<file path="config.mk">
export PLATFORM = sky130hd
export DESIGN_NAME = sd_spi_master
export DESIGN_NICKNAME = d
export VERILOG_FILES = /design/src/rtl/sd_spi_master.sv
export SDC_FILE = /design/constraint.sdc
export NUM_CORES = 1
export LEC_CHECK = 0
export ABC_AREA = 1
export BUFFER_PORTS_ARGS = -buffer_cell sky130_fd_sc_hd__buf_2
export CORE_ASPECT_RATIO = 0.9
export CORE_MARGIN = 1.5
export CORE_UTILIZATION = 30
export DETAILED_ROUTE_END_ITERATION = 8
export GPL_ROUTABILITY_DRIVEN = 0
export PLACE_DENSITY = 0.57
export SLEW_MARGIN = 20
export SYNTH_ARGS = -nofsm -noshare
export SYNTH_HDL_FRONTEND = slang
export SYNTH_SLANG_ARGS = --single-unit
</file>
<file path="constraint.sdc">
create_clock -name clk -period 1.95 [get_ports clk]
set_clock_uncertainty 0.05 [all_clocks]
set_input_delay 0.39 -clock clk [delete_from_list [all_inputs] [get_ports clk]]
set_output_delay 0.39 -clock clk [all_outputs]
set_load 0.005 [all_outputs]
</file>
<file path="src/rtl/sd_spi_master.sv">
// SPI-mode SD card master with a CPU-facing data/control register pair.
// Optional macro SD_SPI_LED_STRETCH_EN stretches the activity LED by LED_HOLD clocks.
module sd_spi_master #(
  parameter int DIV_SLOW = 64,
  parameter int DIV_FAST = 2,
  parameter int LED_HOLD = 1048576
) (
  input  logic       clk,
  input  logic       n_reset,
  input  logic       regSel,
  input  logic [7:0] dataIn,
  output logic [7:0] dataOut,
  input  logic       n_cs,
  input  logic       n_wr,
  input  logic       n_rd,
  output logic       sdCS,
  output logic       sdSCLK,
  output logic       sdMOSI,
  input  logic       sdMISO,
  output logic       driveLED
);

  localparam logic [1:0] ST_IDLE = 2'd0;
  localparam logic [1:0] ST_LOW  = 2'd1;
  localparam logic [1:0] ST_HIGH = 2'd2;

  localparam logic [7:0] DIV_SLOW_C = 8'(DIV_SLOW);
  localparam logic [7:0] DIV_FAST_C = 8'(DIV_FAST);

  logic [1:0] state_q, state_d;
  logic [7:0] div_q, div_d;
  logic [7:0] hcnt_q, hcnt_d;
  logic [2:0] bit_q, bit_d;
  logic       done_q, done_d;
  logic [7:0] tx_q, tx_d;
  logic [7:0] rx_sh_q, rx_sh_d;
  logic [7:0] rx_q, rx_d;
  logic       cs_on_q, cs_on_d;
  logic       fast_q, fast_d;
  logic       overrun_q, overrun_d;
  logic       wr_prev_q, rd_prev_q;

  logic wr_act, rd_act, wr_stb, rd_stb;
  logic busy, start, ctrl_wr, ovr_set, stat_rd, half_end;

  // Strobes count once per assertion: only the first clock of a low pulse qualifies.
  assign wr_act = ~n_cs & ~n_wr;
  assign rd_act = ~n_cs & ~n_rd;
  assign wr_stb = wr_act & ~wr_prev_q;
  assign rd_stb = rd_act & ~rd_prev_q;

  assign busy     = (state_q != ST_IDLE);
  assign start    = wr_stb & ~regSel & ~busy;
  assign ovr_set  = wr_stb & ~regSel & busy;
  assign ctrl_wr  = wr_stb & regSel & ~busy;
  assign stat_rd  = rd_stb & regSel;
  assign half_end = (hcnt_q == div_q - 8'd1);

  always_ff @(posedge clk or negedge n_reset) begin
    if (!n_reset) begin
      wr_prev_q <= 1'b0;
      rd_prev_q <= 1'b0;
    end else begin
      wr_prev_q <= wr_act;
      rd_prev_q <= rd_act;
    end
  end

  always_comb begin
    cs_on_d   = cs_on_q;
    fast_d    = fast_q;
    overrun_d = overrun_q;
    if (ctrl_wr) begin
      cs_on_d = dataIn[0];
      fast_d  = dataIn[1];
    end
    // A colliding overrun wins over the clear-on-read.
    if (ovr_set) begin
      overrun_d = 1'b1;
    end else if (stat_rd) begin
      overrun_d = 1'b0;
    end
  end

  always_ff @(posedge clk or negedge n_reset) begin
    if (!n_reset) begin
      cs_on_q   <= 1'b0;
      fast_q    <= 1'b0;
      overrun_q <= 1'b0;
    end else begin
      cs_on_q   <= cs_on_d;
      fast_q    <= fast_d;
      overrun_q <= overrun_d;
    end
  end

  always_comb begin
    state_d = state_q;
    div_d   = div_q;
    hcnt_d  = hcnt_q;
    bit_d   = bit_q;
    done_d  = done_q;
    tx_d    = tx_q;
    rx_sh_d = rx_sh_q;
    rx_d    = rx_q;
    case (state_q)
      ST_IDLE: begin
        if (start) begin
          state_d = ST_LOW;
          div_d   = fast_q ? DIV_FAST_C : DIV_SLOW_C;
          hcnt_d  = 8'd0;
          bit_d   = 3'd0;
          done_d  = 1'b0;
          tx_d    = dataIn;
        end
      end
      ST_LOW: begin
        if (half_end) begin
          state_d = ST_HIGH;
          hcnt_d  = 8'd0;
          rx_sh_d = {rx_sh_q[6:0], sdMISO};
          done_d  = (bit_q == 3'd7);
        end else begin
          hcnt_d = hcnt_q + 8'd1;
        end
      end
      ST_HIGH: begin
        if (half_end) begin
          hcnt_d = 8'd0;
          if (done_q) begin
            state_d = ST_IDLE;
            rx_d    = rx_sh_q;
          end else begin
            state_d = ST_LOW;
            tx_d    = {tx_q[6:0], 1'b1};
            bit_d   = bit_q + 3'd1;
          end
        end else begin
          hcnt_d = hcnt_q + 8'd1;
        end
      end
      default: begin
        state_d = ST_IDLE;
      end
    endcase
  end

  always_ff @(posedge clk or negedge n_reset) begin
    if (!n_reset) begin
      state_q <= ST_IDLE;
      div_q   <= DIV_SLOW_C;
      hcnt_q  <= 8'd0;
      bit_q   <= 3'd0;
      done_q  <= 1'b0;
      tx_q    <= 8'hFF;
      rx_sh_q <= 8'hFF;
      rx_q    <= 8'hFF;
    end else begin
      state_q <= state_d;
      div_q   <= div_d;
      hcnt_q  <= hcnt_d;
      bit_q   <= bit_d;
      done_q  <= done_d;
      tx_q    <= tx_d;
      rx_sh_q <= rx_sh_d;
      rx_q    <= rx_d;
    end
  end

  assign sdCS    = ~cs_on_q;
  assign sdSCLK  = (state_q == ST_HIGH);
  assign sdMOSI  = busy ? tx_q[7] : 1'b1;
  assign dataOut = regSel ? {busy, overrun_q, 4'b0000, fast_q, cs_on_q} : rx_q;

`ifdef SD_SPI_LED_STRETCH_EN
  localparam int LW = $clog2(LED_HOLD + 2);

  logic [LW-1:0] led_cnt_q;
  logic          led_act;

  assign led_act = busy | cs_on_q;

  // Counter reloads while active, so the LED drops exactly LED_HOLD clocks after the last activity.
  always_ff @(posedge clk or negedge n_reset) begin
    if (!n_reset) begin
      led_cnt_q <= '0;
    end else if (led_act) begin
      led_cnt_q <= LW'(LED_HOLD);
    end else if (led_cnt_q != '0) begin
      led_cnt_q <= led_cnt_q - LW'(1);
    end
  end

  assign driveLED = led_act | (led_cnt_q != '0);
`else
  assign driveLED = cs_on_q;
`endif

endmodule

</file>
==> summary.txt, run 1 <==
STA
  – Max-slew headroom: 62.2%
  – Actual slew at the worst max-slew pin: approximately 570 ps
  – Final hold viol count: 0
  – Achievable Freq: between 500 and 600 MHz
  – RSZ-0062 raised after global routing: true
  – Max Slew Vio Count: 0
  – Final TNS setup: 0 ps
  – Period utilization: between 90% and 100%
  – Hold Worst Slack: approximately 110 ps
  – Tmin final: 1910 ps
  – # setup viols final: 0

Worst setup path
  – Cell count of the worst reg-to-reg path: 10
  – Crit-path slowest cell: dfstp_2
  – Arr. time, crit path: around 2100 ps
  – Cell chain of the critical path: inv_1 > ha_1 > nand2_1 > nand3_2 > nor2_4 > nand2_4 > buf_4 > nand2_4 > nand4_1 > nand2_1
  – Setup crit end kind: register
  – Worst R2R End: bit_q[1]
  – CP max FO: 6
  – Critical path launch point type: register
  – Required time of the critical path: ~2200 ps
  – FF-to-FF Start: div_q[6]
  – Crit-path max cell delay: about 540 ps
  – WS Path Type: reg -> reg
  – Reg2Reg Setup Slack: between 40 and 50 ps

Clock tree
  – CTS Sinks: between 40 and 50
  – Post-cts hold buffer count: 0
  – Root buf cell: clkbuf_8
  – Clock H-tree levels: 2
  – CTS buffer count: 5
  – CTS tree: done
  – Clock Latency Late Sink: 310 ps
  – Clock transition at path regs: roughly 100 ps
  – Clock buffer depth: 2

Layout
  – Commonest non-fill, non-tap cell in the layout: nand2_1
  – # fillers: 825
  – Layout area overhead: 16.6%
  – Post-layout util: between 30 and 40%
  – Layout cells sized above 1: between 20% and 30%
  – Ant diodes: 0
  – NumNets Final: ~360
  – Most frequent cells in the layout: nand2_1 (101), inv_1 (38), buf_2 (26), dfstp_2 (25), o21ai_0 (23)

Detailed routing
  – WL final: roughly 5200 um
  – DR DRC count: 0
  – Drt via density: 4.54
  – Post-route ant nets: 0
  – Vias: 1997
  – DR pass1 iterations: 4
  – Routed WL per cell: between 10 and 15 um
  – Drt initial violations: approximately 80

Global route
  – Grt total ovfl: 0
  – First-pass GRT wire length: 8510 um
  – Initial antenna violation count: 0
  – Vias in the first global route: 1796
  – GRT Resource Usage Total: between 10% and 20%
  – Pin count of the biggest net entering global routing: 46

Power and ir drop
  – Share of power burned in registers: a little under two fifths
  – P_int: just over 2000 uW
  – Power Dens Cells: between 1000 and 1500 nW/um2
  – Sw Ratio: between 40% and 50%
  – Power, Total: about 3600 uW
  – Worst VDD drop: around 460 uV
  – Combinational fraction of design power: a little under half
  – Switching pwr: around 1500 uW
  – Leak Pwr: between 0.001 and 0.0015 uW
  – Clock Power Share: around 17%

Logic synthesis
  – Post-Syn Instances: roughly 300
  – #FFs+latches synth: 45
  – YS warnings: 0
  – Seq/Total Area, Yosys: a little under half
  – Share of the synthesized area in the top cell type: a little over a quarter
  – Post-synthesis cell type count: 29
  – Cell Area, Synth: 2470 um2
  – Largest area contributor in the netlist: dfstp_2
  – Mean post-synth cell area: approximately 8 um2
  – Syn_nets: approximately 330
  – Top post-synthesis cells by area: dfstp_2 (27%), dfrtp_1 (20%), nand2_1 (16%)

Die
  – Top Ports: 27
  – Chip height: approximately 89 um
  – Die X: 98.6 um
  – Core area: 8030 um2
  – # rows: 31
  – Starting Density: just over 30%
  – Die area: 8770 um2

Placed design
  – Post-DP HPWL: approximately 3600 um
  – Port Buf Inserts: 26

Job
  – Maxcap violations: 0

Min path
  – Hold WC Path Type: in -> async

Run status
  – Run status: finished, final reports clean
[routing by layer]
layer	wire, um	share of wire, %	GRT usage (%)	up-vias
met5	0	0	0	-
met4	98	1.9	4.16	0
met3	147	2.8	3.52	11
met2	2290	44	18.6	26
met1	2680	51	16.6	928
li1	-	-	-	1032
[registers in the layout, indices dropped and copies added (netlist names)]
signal     flops
bit_q          3
div_q          2
done_q         1
driveLED       1
fast_q         1
hcnt_q         8
overrun_q      1
rd_prev_q      1
rx_q           8
rx_sh_q        8
state_q        2
tx_q           8
wr_prev_q      1
[worst max path at each step]
stage | startpoint | end | slack (ps) | cells after the start
after floorplan | div_q[6] | bit_q[0] | 160 | 12
after global placement | div_q[6] | bit_q[2] | 80 | 11
after detailed placement | div_q[6] | bit_q[2] | 30 | 11
after CTS | div_q[6] | bit_q[1] | 30 | 11
after global routing | div_q[6] | bit_q[1] | -80 | 11
final | div_q[6] | bit_q[1] | 40 | 10
[logic make-up (layout without fill, tap and decap cells)]
logic type | Yosys count | count (layout) | share of synthesized area, %
AO/OA/AOI/OAI | 31 | 31 | 6.49
flip-flops | 45 | 45 | 46.9
buffers and inverters | 52 | 87 | 9.84
adder cells (fa/ha/maj) | 9 | 9 | 4.57
AND/OR/NAND/NOR | 162 | 165 | 30.7
XOR/XNOR | 4 | 4 | 1.42
[what timing repair did]
item | in CTS | in global routing
pin swaps | 0 | 1
setup buffers | 1 | 4
resized for setup | 4 | 4
endpoints found under the setup margin | 4 | 37
cloned | 0 | 3
endpoints found under the hold margin | 0 | 0
[through the flow]
step / instance area (um2) / worst slack [ps] / instances
after CTS: 2800 / 32.1 / 433
after global routing: 2880 / -83.6 / 440
after global placement: 2680 / 83.7 / 424
after floorplan: 2470 / 162 / 303
after detailed placement: 2680 / 32.5 / 424
final: 2880 / 44.5 / 440
[layout make-up]
class	instances	area, um2	area share [%]
Timing Repair Buffer	37	213	7.39
Sequential cell	45	1160	40.2
Clock buffer	5	68.8	2.39
Inverter	42	158	5.48
Multi-Input combinational cell	209	1130	39.4
Clock inverter	3	23.8	0.826
Tap cell	99	124	4.31
[power by group through the flow]
stage               logic (uW)  registers, uW  clock network (uW)
floorplan                 1140           1350                   0
global placement          1400           1380                   0
detailed placement        1410           1390                   0
CTS                       1500           1360                 631
global route              1860           1390                 668
finish                    1630           1360                 611
[critical path, delay by kind of cell, from the launching register on]
kind                       cells  cell delay (ps)
DFF                            1              540
and+or+nand+nor                7              750
adders and majority gates      1              280
buffers and inverters          2              220
[synth_stat cells]
| master | n |
|---|---|
| xor2_1 | 4 |
| nand3_1 | 8 |
| a21oi_1 | 1 |
| nor2_2 | 1 |
| nor2_1 | 18 |
| o22ai_1 | 1 |
| nand2_4 | 3 |
| ha_1 | 9 |
| nand2_1 | 103 |
| nand2_2 | 3 |
| buf_6 | 5 |
| clkbuf_1 | 1 |
| nor2_8 | 1 |
| nor4_1 | 1 |
| dfrtp_1 | 20 |
| or2_2 | 1 |
| inv_2 | 4 |
| nor2_4 | 3 |
| nor3_1 | 1 |
| nand4_1 | 17 |
| buf_2 | 2 |
| o21ai_1 | 4 |
| dfstp_2 | 25 |
| o21ai_0 | 24 |
| buf_4 | 2 |
| inv_1 | 38 |
| nand3_4 | 1 |
| a21oi_2 | 1 |
| nand3_2 | 1 |
(Power assumes the default switching activity.)
==> run 2: changes to the inputs <==
--- a/config.mk
+++ b/config.mk
@@ -8,7 +8,7 @@
 export ABC_AREA = 1
 export BUFFER_PORTS_ARGS = -buffer_cell sky130_fd_sc_hd__buf_2
 export CORE_ASPECT_RATIO = 0.9
-export CORE_MARGIN = 1.5
+export CORE_MARGIN = 3
 export CORE_UTILIZATION = 30
 export DETAILED_ROUTE_END_ITERATION = 8
 export GPL_ROUTABILITY_DRIVEN = 0
==> run 2 against run 1 <==
Compared with the run above:
- wire length increased by 1.2%
- highest routed layer unchanged
- setup slack improved by 31 ps
- first-iteration DRC count decreased by 1.2%
- critical path type is now reg -> out
- sequential power about the same
- hold slack improved by 4.7 ps
- utilization increased by 2.1 points
- register-to-register slack improved by 30 ps
- die area increased by 6.5%
- total power increased by 5.4%
- final cell count decreased by 0.68%
- critical path depth decreased by 6
==> summary.txt, run 2 (synthesized netlist as in run 1, its figures left out) <==
Job
  – Maxcap violations: 0

Clock tree
  – Root buf cell: clkbuf_8
  – Clock transition at path regs: ~90 ps
  – Clock H-tree levels: 2
  – CTS tree: done
  – Clock buffer depth: 2
  – Post-cts hold buffer count: 0
  – CTS buffer count: 5
  – Clock Latency Late Sink: around 300 ps
  – CTS Sinks: between 40 and 50

Die
  – Top Ports: 27
  – # rows: 30
  – Core area: just under 8000 um2
  – Die area: roughly 9300 um2
  – Starting Density: between 30% and 40%
  – Chip height: slightly above 90 um
  – Die X: roughly 100 um

STA
  – Achievable Freq: about 530 MHz
  – Final TNS setup: 0 ps
  – Final hold viol count: 0
  – Tmin final: between 1500 and 2000 ps
  – Actual slew at the worst max-slew pin: roughly 580 ps
  – Period utilization: 96.1%
  – Setup ws final: between 70 and 80 ps
  – Max-slew headroom: approximately three fifths
  – RSZ-0062 raised after global routing: true
  – Max Slew Vio Count: 0
  – # setup viols final: 0

Worst setup path
  – Arr. time, crit path: approximately 1400 ps
  – Cell chain of the critical path: inv_1 > ha_2 > or2_2 > buf_2
  – Worst R2R End: bit_q[1]
  – CP max FO: 9
  – Crit-path max cell delay: ~370 ps
  – Critical path launch point type: register
  – Cell count of the worst reg-to-reg path: 11
  – Required time of the critical path: roughly 1500 ps
  – Crit-path slowest cell: dfrtp_1
  – Critical path startpoint: state_q[1]
  – WS Path Type: reg -> out
  – FF-to-FF Start: div_q[6]
  – Critical Path Sink: sdMOSI
  – Reg2Reg Setup Slack: between 70 and 80 ps
  – Setup crit end kind: primary output

Detailed routing
  – Drt initial violations: 80
  – DR pass1 iterations: 5
  – Drt via density: about 4.6
  – Vias: around 2000
  – Routed WL per cell: around 12 um
  – DR DRC count: 0
  – WL final: 5280 um
  – Post-route ant nets: 0

Layout
  – # fillers: 781
  – NumNets Final: ~360
  – Layout area overhead: 19.6%
  – Final Non-Filler Cells: 437
  – Most frequent cells in the layout: nand2_1 (100), inv_1 (37), buf_2 (26), dfstp_2 (25), o21ai_0 (22)
  – Ant diodes: 0
  – Post-layout util: between 30 and 40%
  – Layout cells sized above 1: a little under 30%
  – Commonest non-fill, non-tap cell in the layout: nand2_1

Global route
  – First-pass GRT wire length: between 8000 and 9000 um
  – Pin count of the biggest net entering global routing: 46
  – Grt total ovfl: 0
  – GRT Resource Usage Total: between 10% and 20%
  – Initial antenna violation count: 0
  – Vias in the first global route: 1808

Power and ir drop
  – Worst VDD drop: between 400 and 500 uV
  – Sw Ratio: slightly above 40%
  – Power Dens Cells: roughly 1300 nW/um2
  – Share of power burned in registers: between 30% and 40%
  – Power, Total: 3790 uW
  – Switching pwr: about 1500 uW
  – P_int: roughly 2200 uW
  – Combinational fraction of design power: around 44%
  – Leak Pwr: ~0.0014 uW
  – Clock Power Share: between 10% and 20%

Placed design
  – Post-Place Cells: 423
  – Post-DP HPWL: roughly 3600 um
  – Pre-CTS WS: around 75 ps
  – Port Buf Inserts: 26

Min path
  – Hold WC Path Type: in -> async

Run status
  – Run status: finished, final reports clean
## run 2: metal layers
metal,routed length [um],GRT usage (%),vias to the layer above
met4,68,3.43,0
met5,0,0,-
met1,2730,17.7,927
met3,173,2.43,5
met2,2300,16.2,38
li1,-,-,1034
## run 2: power by group through the flow
stage / combinational [uW] / clock [uW] / sequential [uW]
6_report: 1680 / 752 / 1360
5_1_grt: 1900 / 812 / 1390
4_1_cts: 1500 / 780 / 1360
3_5_place_dp: 1430 / 0 / 1390
3_3_place_gp: 1420 / 0 / 1380
2_1_floorplan: 1140 / 0 / 1350
## run 2: worst min path at each step
stage	startpoint	endpoint	slack [ps]	depth (start not counted)
after global placement	tx_q[7]	tx_q[7]	400	2
after detailed placement	tx_q[3]	tx_q[3]	400	2
after CTS	n_reset	hcnt_q[0]	130	2
after floorplan	n_reset	bit_q[0]	40	0
final	n_reset	hcnt_q[0]	110	2
after global routing	n_reset	hcnt_q[0]	150	2
## run 2: per-stage QoR
| step | hold WS (ps) | area (um2) |
|---|---|---|
| detailed placement | 402 | 2690 |
| CTS | 128 | 2840 |
| global route | 153 | 2950 |
| finish | 113 | 2950 |
| global placement | 402 | 2690 |
| floorplan | 44.4 | 2470 |
## run 2: cell type report
class / instances / area (um2) / share of cell area (%)
Inverter: 42 / 158 / 5.34
Clock inverter: 1 / 8.76 / 0.297
Multi-Input combinational cell: 209 / 1170 / 39.6
Clock buffer: 7 / 119 / 4.03
Tap cell: 96 / 120 / 4.07
Sequential cell: 45 / 1160 / 39.2
Timing Repair Buffer: 37 / 220 / 7.46
## run 2: timing repair
action	CTS	global route
setup buffers	2	1
cloned	0	3
gates resized for setup	1	16
setup endpoints to repair	2	26
pin swaps	0	6
## run 2: critical path, delay by kind of cell, from the launching register on
family,cells,cell delay (ps)
simple gates,1,310
buf+inv,2,220
fa+ha+maj,1,250
flops,1,370
